`src/rtl/instr_fetch_unit_if.sv`:
```
// Instruction-memory read bus between the fetch stage and the L1 I-side.
// One request outstanding; imem_ready marks the response cycle.
interface instr_fetch_unit_if #(
  parameter int pc_size    = 32,
  parameter int instr_size = 32
) ();
  logic                  imem_req;
  logic [pc_size-1:0]    imem_addr;
  logic                  imem_ready;
  logic [instr_size-1:0] imem_rdata;

  modport master (
    output imem_req,
    output imem_addr,
    input  imem_ready,
    input  imem_rdata
  );

  modport slave (
    input  imem_req,
    input  imem_addr,
    output imem_ready,
    output imem_rdata
  );
endinterface

```
`src/rtl/instr_fetch_unit.sv`:
```
// Fetch stage: one outstanding L1 read, small FIFO of {instr, pc} to decode.
// fetch_busy holds program_counter until a new fetch can be launched.
module instr_fetch_unit #(
  parameter int pc_size    = 32,
  parameter int instr_size = 32,
  parameter int fb_depth   = 2
) (
  input  logic                  clk,
  input  logic                  reset,
  input  logic [pc_size-1:0]    pc_next,
  input  logic                  branch_instruction,
  input  logic                  decode_stall,
  instr_fetch_unit_if.master    imem,
  output logic                  instr_valid,
  output logic [instr_size-1:0] instr_out,
  output logic [pc_size-1:0]    instr_pc,
  output logic                  fetch_busy
);

  localparam int pw = $clog2(fb_depth);
  localparam int cw = pw + 1;
  localparam logic [cw-1:0] full_cnt = cw'(fb_depth);

  typedef enum logic [1:0] {IDLE, REQ, DROP} state_t;

  state_t state, state_nx;

  logic [cw-1:0]         count;
  logic [pw-1:0]         rd_ptr, wr_ptr;
  logic [instr_size-1:0] fb_instr [fb_depth];
  logic [pc_size-1:0]    fb_pc    [fb_depth];
  logic [pc_size-1:0]    addr_q, tag_pc;

  logic full, launch, push, pop, req;

  assign full = (count == full_cnt);

  always_ff @(posedge clk) begin
    if (!reset) state <= IDLE;
    else        state <= state_nx;
  end

  always_comb begin
    state_nx = state;
    unique case (state)
      IDLE: if (!full && !branch_instruction) state_nx = REQ;
      REQ: begin
        if (imem.imem_ready)         state_nx = IDLE;
        else if (branch_instruction) state_nx = DROP;
      end
      DROP: if (imem.imem_ready) state_nx = IDLE;
      default: state_nx = IDLE;
    endcase
  end

  always_comb begin
    req    = (state != IDLE);
    launch = (state == IDLE) && !full && !branch_instruction;
    push   = (state == REQ) && imem.imem_ready && !branch_instruction;
  end

  assign imem.imem_req  = req;
  assign imem.imem_addr = addr_q;
  assign fetch_busy     = (state != IDLE) || full;

  always_ff @(posedge clk) begin
    if (!reset) begin
      addr_q <= '0;
      tag_pc <= '0;
    end else if (launch) begin
      addr_q <= {pc_next[pc_size-1:2], 2'b00};
      tag_pc <= pc_next;
    end
  end

  assign instr_valid = (count != '0);
  assign pop         = instr_valid && !decode_stall;
  assign instr_out   = instr_valid ? fb_instr[rd_ptr] : '0;
  assign instr_pc    = instr_valid ? fb_pc[rd_ptr]    : '0;

  // flush wins over any same-cycle push or pop
  always_ff @(posedge clk) begin
    if (!reset) begin
      count  <= '0;
      rd_ptr <= '0;
      wr_ptr <= '0;
    end else if (branch_instruction) begin
      count  <= '0;
      rd_ptr <= '0;
      wr_ptr <= '0;
    end else begin
      if (push) wr_ptr <= wr_ptr + 1'b1;
      if (pop)  rd_ptr <= rd_ptr + 1'b1;
      count <= count + cw'(push) - cw'(pop);
    end
  end

  always_ff @(posedge clk) begin
    if (push) begin
      fb_instr[wr_ptr] <= imem.imem_rdata;
      fb_pc[wr_ptr]    <= tag_pc;
    end
  end

endmodule

```
`src/flat_wrapper.sv`:
```
// flat-port wrapper written by rule: the top's interface ports become plain ports
module instr_fetch_unit_flat 
#(
  parameter int pc_size    = 32,
  parameter int instr_size = 32,
  parameter int fb_depth   = 2
)
  (clk, reset, pc_next, branch_instruction, decode_stall, instr_valid, instr_out, instr_pc, fetch_busy, imem_imem_req, imem_imem_addr, imem_imem_ready, imem_imem_rdata);
  instr_fetch_unit_if #(.pc_size(pc_size), .instr_size(instr_size)) imem_i ();
  input  logic clk;
  input  logic reset;
  input  logic [pc_size-1:0] pc_next;
  input  logic branch_instruction;
  input  logic decode_stall;
  output logic instr_valid;
  output logic [instr_size-1:0] instr_out;
  output logic [pc_size-1:0] instr_pc;
  output logic fetch_busy;
  output wire logic [$bits(imem_i.imem_req)-1:0] imem_imem_req;
  output wire logic [$bits(imem_i.imem_addr)-1:0] imem_imem_addr;
  input wire logic [$bits(imem_i.imem_ready)-1:0] imem_imem_ready;
  input wire logic [$bits(imem_i.imem_rdata)-1:0] imem_imem_rdata;
  assign imem_imem_req = imem_i.imem_req;
  assign imem_imem_addr = imem_i.imem_addr;
  assign imem_i.imem_ready = imem_imem_ready;
  assign imem_i.imem_rdata = imem_imem_rdata;
  instr_fetch_unit #(.pc_size(pc_size), .instr_size(instr_size), .fb_depth(fb_depth)) u_core (.clk(clk), .reset(reset), .pc_next(pc_next), .branch_instruction(branch_instruction), .decode_stall(decode_stall), .imem(imem_i), .instr_valid(instr_valid), .instr_out(instr_out), .instr_pc(instr_pc), .fetch_busy(fetch_busy));
endmodule
```
`config.mk`:
```
export PLATFORM = sky130hd
export DESIGN_NAME = instr_fetch_unit_flat
export DESIGN_NICKNAME = d
export VERILOG_FILES = /design/src/rtl/instr_fetch_unit_if.sv /design/src/rtl/instr_fetch_unit.sv /design/src/flat_wrapper.sv
export SDC_FILE = /design/constraint.sdc
export NUM_CORES = 1
export LEC_CHECK = 0
export CORE_MARGIN = 2
export CORE_UTILIZATION = 35
export DETAILED_ROUTE_END_ITERATION = 8
export GPL_TIMING_DRIVEN = 0
export HOLD_SLACK_MARGIN = 0.1
export PLACE_DENSITY_LB_ADDON = 0.08
export SLEW_MARGIN = 5
export SYNTH_ARGS = -nofsm -noshare
export SYNTH_HDL_FRONTEND = slang
export SYNTH_SLANG_ARGS = --single-unit
```
`constraint.sdc`:
```
create_clock -name clk -period 5.77 [get_ports clk]
set_input_delay 0.8655 -clock clk [delete_from_list [all_inputs] [get_ports clk]]
set_output_delay 0.8655 -clock clk [all_outputs]
set_load 0.01 [all_outputs]
```
==> reports/results.tsv, run 1 <==
metric	value	unit
rsz0062_at_grt	false	
max_freq	317	MHz
power	2660	µW
tightest_slew	877	ps
port_buffers	165	
ys.flop_type	edfxtp_1	
slew_viol_final	0	
syn2layout_area_growth	39.1	%
grt_use_total	15.0	%
cp.required	4900	ps
cp_common_cell	buf_2	
synth-edff-count	128	
outcome	finished, final reports clean	
end_kind	output pin	
gp_congestion	0.718	
dieArea	0.0202	mm²
core_area	0.0187	mm²
cp_max_fo	10	
cp-start-kind	flip-flop	
cp_cell_sequence	buf_2, buf_2, mux2i_1, nor2_1, clkdlybuf4s50_1	
dp_cells	883	
hpwl	10.1	mm
cts_setup_buffers	0	
avgSynthCellArea	13.9	µm²
fin_worst_skew	8.33	ps
drtAntennaViolNets	0	
insertion_delay	420	ps
drv_cap	0	
synth_cells	480	
start_util	35.7	%
p_leak	0.00317	µW
die_w	142	µm
dr.pass1.iters	6	
clockBufferDepth	2	
path_clk_slew	60	ps
synth_seq_cells	167	
final_cell_mix	165 x clkdlybuf4s50_1, 128 x edfxtp_1, 96 x mux2i_1	
hold_viol	0	
hold_path_class	reg -> reg	
async_flop_share	0	%
finish.utilization	49.7	%
syn-cell-area	0.00669	mm²
fp-row-count	50	
wl_per_cell	16.2	µm
setup-tns-final	0	ps
grt_pass1_vias	4249	
slowest_delay	570	ps
via_per_inst	4.52	
nets	738	
drive_gt1_share	12.8	%
irDropWorstVdd	195	µV
drt_iter0_drc	114	
critPathKind	reg -> out	
cts_buffers	17	
antenna_found_initial	0	
grt_overflow	0	
cts_tree	done	
vias	4139	
ctsHoldBuffers	0	
ys_types	29	
placed_area	0.00872	mm²
finalSetupViolations	0	
ios	168	
layout.cells.non_filler	915	
cp_data_arrival_time	2290	ps
period_minus_slack	3150	ps
relSlewSlack	41.4	%
finalWirelength	14.8	mm
yosys_warnings	0	
cts_sinks	167	
slowest_stage	clkdlybuf4s50_1	
ys_seq_area_share	69.2	%
n_antenna_cell	0	
timing.final.crit_share	54.6	%
cts.repair.resized	0	
final_area	0.00930	mm²
grt_max_degree	53	
layout_commonest_cell	clkdlybuf4s50_1	
fp.dieH	142	µm
powerDensity	286	mW/mm²
drc	0	
grt_pass1_wl	22.7	mm
htreeDepth	4	
cts-root-buf	clkbuf_16	
cell type report:
type	instances	area (µm²)
clock buffers	19	433
flip-flops and latches	167	4620
plain buffers	57	407
inverters	2	7.51
multi-input cells	255	1660
well taps	234	293
fillers	1676	9410
clock inverters	13	146
repair buffers	168	1730
worst max-delay path: cells and delay by family (launching register included):
kind	cells	cell delay (ps)
flops	1	300
simple gates	1	180
mux	1	140
buf+inv	3	1240
logic make-up (layout without fill, tap and decap cells):
| kind of cell | Yosys count | in the layout | share of synthesized area, % |
|---|---|---|---|
| flops | 167 | 167 | 69.2 |
| buf+inv | 59 | 259 | 6.19 |
| fa+ha+maj | 1 | 1 | 0.187 |
| xor+xnor | 3 | 3 | 0.393 |
| compound gates | 5 | 5 | 0.430 |
| simple gates | 147 | 147 | 9.02 |
| other cells | 1 | 2 | 0.0561 |
| mux | 97 | 97 | 14.5 |
cells in the mapped netlist (all sizes together) (2+ instances only):
cell	instances	share of area (%)
buf	49	5.6
nand2	65	3.6
clkbuf	8	0.45
nor3b	3	0.41
dfxtp	39	12
xnor2	3	0.39
mux2i	96	14
o21ai	2	0.15
edfxtp	128	57
inv	2	0.11
nor2	70	3.9
a21oi	2	0.15
nand2b	3	0.28
path summary, 6_finish.rpt:
path                         start                      to  slack, ps  cells past startpoint
setup reg to reg   u_core.state[0]  u_core.fb_instr[0][19]       3720                      3
setup / recovery         flip-flop            instr_pc[24]       2620                      5
hold / removal    u_core.tag_pc[0]      u_core.fb_pc[1][0]        450                      0
hold reg to reg   u_core.tag_pc[0]      u_core.fb_pc[1][0]        450                      0
registers in the layout (all words and copies together), names as in the netlist, named ones only:
signal / cells
u_core.state: 2
u_core.tag_pc: 31
u_core.count: 2
u_core.rd_ptr: 1
u_core.fb_instr: 64
u_core.imem.imem_addr: 1
u_core.fb_pc: 64
u_core.wr_ptr: 1
where the power goes:
part           switching [µW]  internal (µW)  total [µW]  leakage (µW)
clock                     464            642        1110      0.000268
combinational            84.0            129         213       0.00145
sequential               17.9           1320        1340       0.00146
total                     566           2090        2660       0.00317
per-stage QoR:
stage	worst slack [ps]	hold WS (ps)
after detailed placement	2620	439
after floorplan	1440	425
after global placement	-1200	432
final	2620	454
after global routing	2470	466
after CTS	2550	455
metal layers:
layer / routed length [µm] / part of all wire, % / global-route usage (%) / vias up
met3: 713 / 4.8 / 3.60 / 11
met1: 6370 / 43 / 18.2 / 1999
met2: 7560 / 51 / 26.1 / 101
li1: - / - / - / 2028
met5: 0 / 0 / 0 / -
met4: 175 / 1.2 / 5.53 / 0
Note: power is estimated with default switching activity, not from simulation.
==> run 2: changes to the inputs <==
clock period = 3.3 ns   (was 5.77 ns; I/O delays follow)
==> run 2 against run 1 <==
First-iteration DRC count rose by 7.0%. Sequential share of layout area barely moved. Register-to-register slack got worse by 2600 ps. Combinational power rose by 76%. Setup slack got worse by 2100 ps. Highest routed layer unchanged. Die area did not move. Non-clock buffer count rose by 1. Sequential power rose by 75%.
==> reports/results.tsv, run 2 (synthesis gave the netlist of run 1 again) <==
metric	value	unit	change
drc	0		unchanged
hpwl	10.1	mm	+0.37%
outcome	finished, final reports clean		
drv_cap	0		unchanged
fp.dieH	142	µm	unchanged
cp_data_arrival_time	2280	ps	about the same
syn2layout_area_growth	39.1	%	about the same
finalWirelength	15.0	mm	+1.2%
grt_pass1_vias	4301		+1.2%
cts_sinks	167		unchanged
cp_max_fo	10		unchanged
dieArea	0.0202	mm²	unchanged
period_minus_slack	2770	ps	
setup-tns-final	0	ps	unchanged
antenna_found_initial	0		unchanged
comb_power_share	8.2	%	+0.2 points
cts_tree	done		
grt_use_total	15.2	%	+0.14 points
finalSetupViolations	0		unchanged
clockBufferDepth	2		unchanged
slew_viol_final	0		unchanged
clkPwrFrac	40.5	%	-1.1 points
via_per_inst	4.56		+0.83%
htreeDepth	4		unchanged
wl_per_cell	16.4	µm	+1.1%
powerDensity	491	mW/mm²	+72%
fp-row-count	50		unchanged
layout_commonest_cell	clkdlybuf4s50_1		
fin_worst_skew	11.9	ps	+3.53 ps
max_freq	360	MHz	
core_area	0.0187	mm²	unchanged
grt_pass1_wl	23.1	mm	+1.4%
seqPwrFrac	51.3	%	+0.9 points
final_cell_mix	165 x clkdlybuf4s50_1, 128 x edfxtp_1, 96 x mux2i_1		
die_w	142	µm	unchanged
netSwitchingPower	993	µW	+75%
p_leak	0.00318	µW	+0.27%
cts.repair.resized	0		unchanged
hold_viol	0		unchanged
start_util	35.7	%	unchanged
cp-start-kind	flip-flop		
timing.hold.ws	462	ps	+8.39 ps
timing.final.crit_share	84.1	%	
n_antenna_cell	0		unchanged
gp_congestion	0.723		+0.71%
hold_path_class	reg -> reg		
p_int	3580	µW	+71%
critPathKind	reg -> out		
grt_overflow	0		unchanged
dr.pass1.iters	6		unchanged
p_sw_share	21.7	%	+0.44 points
ios	168		unchanged
relSlewSlack	56.5	%	+15 points
rsz0062_at_grt	false		
port_buffers	165		unchanged
cts_buffers	17		unchanged
vias	4178		+0.94%
biggestRegsByFlops	u_core.fb_instr x64, u_core.fb_pc x64, u_core.tag_pc x31		
ctsHoldBuffers	0		unchanged
cp.required	2800	ps	-2100 ps
drt_iter0_drc	122		+7.0%
insertion_delay	420	ps	about the same
cts_setup_buffers	0		unchanged
drive_gt1_share	13.2	%	+0.42 points
nets	739		+0.14%
end_kind	output pin		
cts-root-buf	clkbuf_16		
irDropWorstVdd	331	µV	+70%
grt_max_degree	46		-13%
drtAntennaViolNets	0		unchanged
path_clk_slew	60	ps	about the same
tightest_slew	653	ps	-225 ps
run 2: cell count changes in the layout (fill, tap and decap cells not counted), sizes merged:
cell / delta
buf: +1
bufinv: -2
clkinvlp: -1
inv: +1
clkbuf: +2
run 2: critical path: stages, from the launching register on:
cell and delay [ps]:
dfxtp_1 320, nor2_1 300, buf_2 360, buf_2 320, nor2_1 100, clkdlybuf4s50_1 490
run 2: metal layers:
metal	global-route usage [%]	up-vias	wire length, µm
met2	25.9	108	7440
met5	0	-	0
li1	-	2035	-
met4	4.26	0	167
met3	4.51	12	785
met1	18.7	2023	6590
run 2: final timing paths:
path	startpoint	end	slack (ps)	cells after the start
max	u_core.count[0]	instr_pc[10]	530	5
min	u_core.tag_pc[0]	u_core.fb_pc[1][0]	460	0
max reg2reg	u_core.count[0]	u_core.count[1]	1110	8
min reg2reg	u_core.tag_pc[0]	u_core.fb_pc[1][0]	460	0
run 2: layout make-up:
class	instances	area (µm²)
Multi-Input combinational cell	255	1660
Clock inverter	11	91.3
Clock buffer	21	470
Timing Repair Buffer	169	1750
Sequential cell	167	4620
Inverter	2	7.51
Tap cell	234	293
Fill cell	1671	9410
Buffer	57	407
run 2: per-stage QoR:
step / total power [µW] / cell area [µm²] / setup WS, ps / instances / utilization (%)
floorplan: 2550 / 6690 / 402 / 481 / -
global placement: 2760 / 8640 / -1430 / 880 / 46.2
detailed placement: 2770 / 8740 / 829 / 884 / 46.7
CTS: 4620 / 9300 / 456 / 916 / 49.7
global route: 4730 / 9300 / 335 / 916 / 49.7
finish: 4570 / 9300 / 525 / 916 / 49.7
run 2: power groups by stage:
stage / registers (µW) / logic [µW] / clock network, µW
2_1_floorplan: 2380 / 172 / 0
3_3_place_gp: 2390 / 370 / 0
3_5_place_dp: 2390 / 380 / 0
4_1_cts: 2340 / 383 / 1890
5_1_grt: 2350 / 405 / 1980
6_report: 2340 / 375 / 1850
==> run 3: changes to the inputs <==
clock period = 2.3 ns   (was 3.3 ns; I/O delays follow)
==> run 3 against run 2 <==
Routed wire length rose by 1.3%. Cell count rose by 0.22%. Via count rose by 0.62%. First-iteration DRC count rose by 38%. Utilization rose by 0.98 points. Total power rose by 47%. Die area did not move. Combinational power rose by 45%. Global-route usage rose by 0.058 points. Sequential share of layout area fell by 0.93 points. Largest power group unchanged.
==> reports/results.tsv, run 3 (synthesis gave the netlist of run 1 again) <==
metric	value	unit	change
start_util	35.7	%	unchanged
p_int	5250	µW	+47%
period_minus_slack	2210	ps	
drtAntennaViolNets	0		unchanged
finish.utilization	50.7	%	+0.98 points
end_kind	output pin		
cp_cell_sequence	buf_12, buf_8, mux2i_2, nor2_1, clkdlybuf4s50_1		
die_w	142	µm	unchanged
core_area	0.0187	mm²	unchanged
cts_buffers	17		unchanged
cp-start-kind	flip-flop		
placed_area	0.00875	mm²	about the same
clkPwrFrac	41.6	%	+1.1 points
via_per_inst	4.58		+0.40%
comb_power_share	8.1	%	about the same
cp_data_arrival_time	1870	ps	-410 ps
hold_viol	0		unchanged
seqPwrFrac	50.2	%	-1.1 points
finalWirelength	15.2	mm	+1.3%
netSwitchingPower	1440	µW	+45%
setup-tns-final	0	ps	unchanged
rsz0062_at_grt	false		
crit_buf_inv	3		unchanged
drc	0		unchanged
grt_use_total	15.2	%	+0.058 points
htreeDepth	4		unchanged
finalSetupViolations	0		unchanged
clockBufferDepth	2		unchanged
vias	4204		+0.62%
fp-row-count	50		unchanged
cp.required	1960	ps	-840 ps
ios	168		unchanged
final_cell_mix	151 x clkdlybuf4s50_1, 128 x edfxtp_1, 95 x mux2i_1		
hold_path_class	reg -> reg		
irDropWorstVdd	564	µV	+70%
outcome	finished, final reports clean		
layout_commonest_cell	clkdlybuf4s50_1		
timing.final.crit_share	96.2	%	
tightest_slew	657	ps	+4.18 ps
cts_sinks	167		unchanged
p_sw_share	21.6	%	-0.18 points
drv_cap	0		unchanged
relSlewSlack	56.2	%	-0.28 points
cts-root-buf	clkbuf_16		
fp.dieH	142	µm	unchanged
powerDensity	706	mW/mm²	+44%
cp_max_fo	10		unchanged
syn2layout_area_growth	41.8	%	
biggestRegsByFlops	u_core.fb_instr x64, u_core.fb_pc x64, u_core.tag_pc x31		
dieArea	0.0202	mm²	unchanged
antenna_found_initial	0		unchanged
critPathKind	reg -> out		
fin_worst_skew	8.71	ps	-3.14 ps
drive_gt1_share	14.0	%	+0.84 points
wl_per_cell	16.5	µm	+1.1%
slowest_stage	clkdlybuf4s50_1		
slew_viol_final	0		unchanged
insertion_delay	420	ps	about the same
path_clk_slew	60	ps	about the same
grt_pass1_wl	23.1	mm	about the same
slowest_delay	480	ps	about the same
nets	741		+0.27%
grt_max_degree	34		-26%
grt_overflow	0		unchanged
hpwl	10.3	mm	+1.4%
cts_tree	done		
n_antenna_cell	0		unchanged
crit_family	buffers and inverters		
gp_congestion	0.714		-1.2%
final_area	0.00948	mm²	+2.0%
max_freq	452	MHz	
drt_iter0_drc	168		+38%
dr.pass1.iters	4		-2
p_leak	0.00345	µW	+8.5%
grt_pass1_vias	4347		+1.1%
port_buffers	165		unchanged
-- run 3: cell types whose count changed in the layout (fill, tap and decap cells not counted), sizes merged --
cell / before / now
clkdlybuf4s50: 165 / 151
dlymetal6s2s: 0 / 11
clkbuf: 29 / 26
dlygate4sd2: 0 / 3
buf: 53 / 55
bufinv: 0 / 2
clkinv: 4 / 5
clkinvlp: 3 / 4
inv: 6 / 5
-- run 3: path summary, 6_finish.rpt --
| path | startpoint | endpoint | slack, ps | depth (start not counted) |
|---|---|---|---|---|
| max | flip-flop | instr_pc[20] | 90 | 5 |
| min | u_core.tag_pc[0] | u_core.fb_pc[0][0] | 460 | 0 |
| max reg2reg | u_core.state[0] | u_core.fb_instr[0][16] | 360 | 4 |
| min reg2reg | u_core.tag_pc[0] | u_core.fb_pc[0][0] | 460 | 0 |
-- run 3: power groups by stage --
stage | clock [µW] | sequential, µW | combinational, µW
after CTS | 2860 | 3360 | 553
after detailed placement | 0 | 3430 | 547
after floorplan | 0 | 3410 | 248
after global placement | 0 | 3420 | 532
after global routing | 2960 | 3370 | 585
final | 2790 | 3360 | 544
-- run 3: timing repair --
action                                 4_1_cts  5_1_grt
hold buffers                                 0        0
resized for setup                           31       21
setup endpoints to repair                   65       50
pin swaps                                    0        0
setup buffers                                0        2
endpoints found under the hold margin        0        0
-- run 3: cell type report --
type | instances | area, µm²
Clock buffer | 18 | 429
Inverter | 2 | 7.51
Sequential cell | 167 | 4630
Timing Repair Buffer | 171 | 1790
Tap cell | 234 | 293
Buffer | 57 | 512
Multi-Input combinational cell | 255 | 1670
Clock inverter | 14 | 150
Fill cell | 1675 | 9220
-- run 3: through the flow --
| step | total power [µW] | std cells | hold WS [ps] | setup WS (ps) |
|---|---|---|---|---|
| 6_report | 6700 | 918 | 461 | 88.3 |
| 5_1_grt | 6920 | 918 | 483 | 0.721 |
| 4_1_cts | 6780 | 916 | 459 | -19.7 |
| 3_5_place_dp | 3980 | 884 | 446 | -183 |
| 3_3_place_gp | 3960 | 880 | 436 | -1030 |
| 2_1_floorplan | 3660 | 481 | 420 | 231 |
-- run 3: per-layer routing --
layer,vias up,track usage (%),share of wire (%)
li1,2039,-,-
met1,2049,18.5,43
met2,102,26.6,51
met3,14,3.53,4.7
met4,0,5.21,1.3
met5,-,0,0
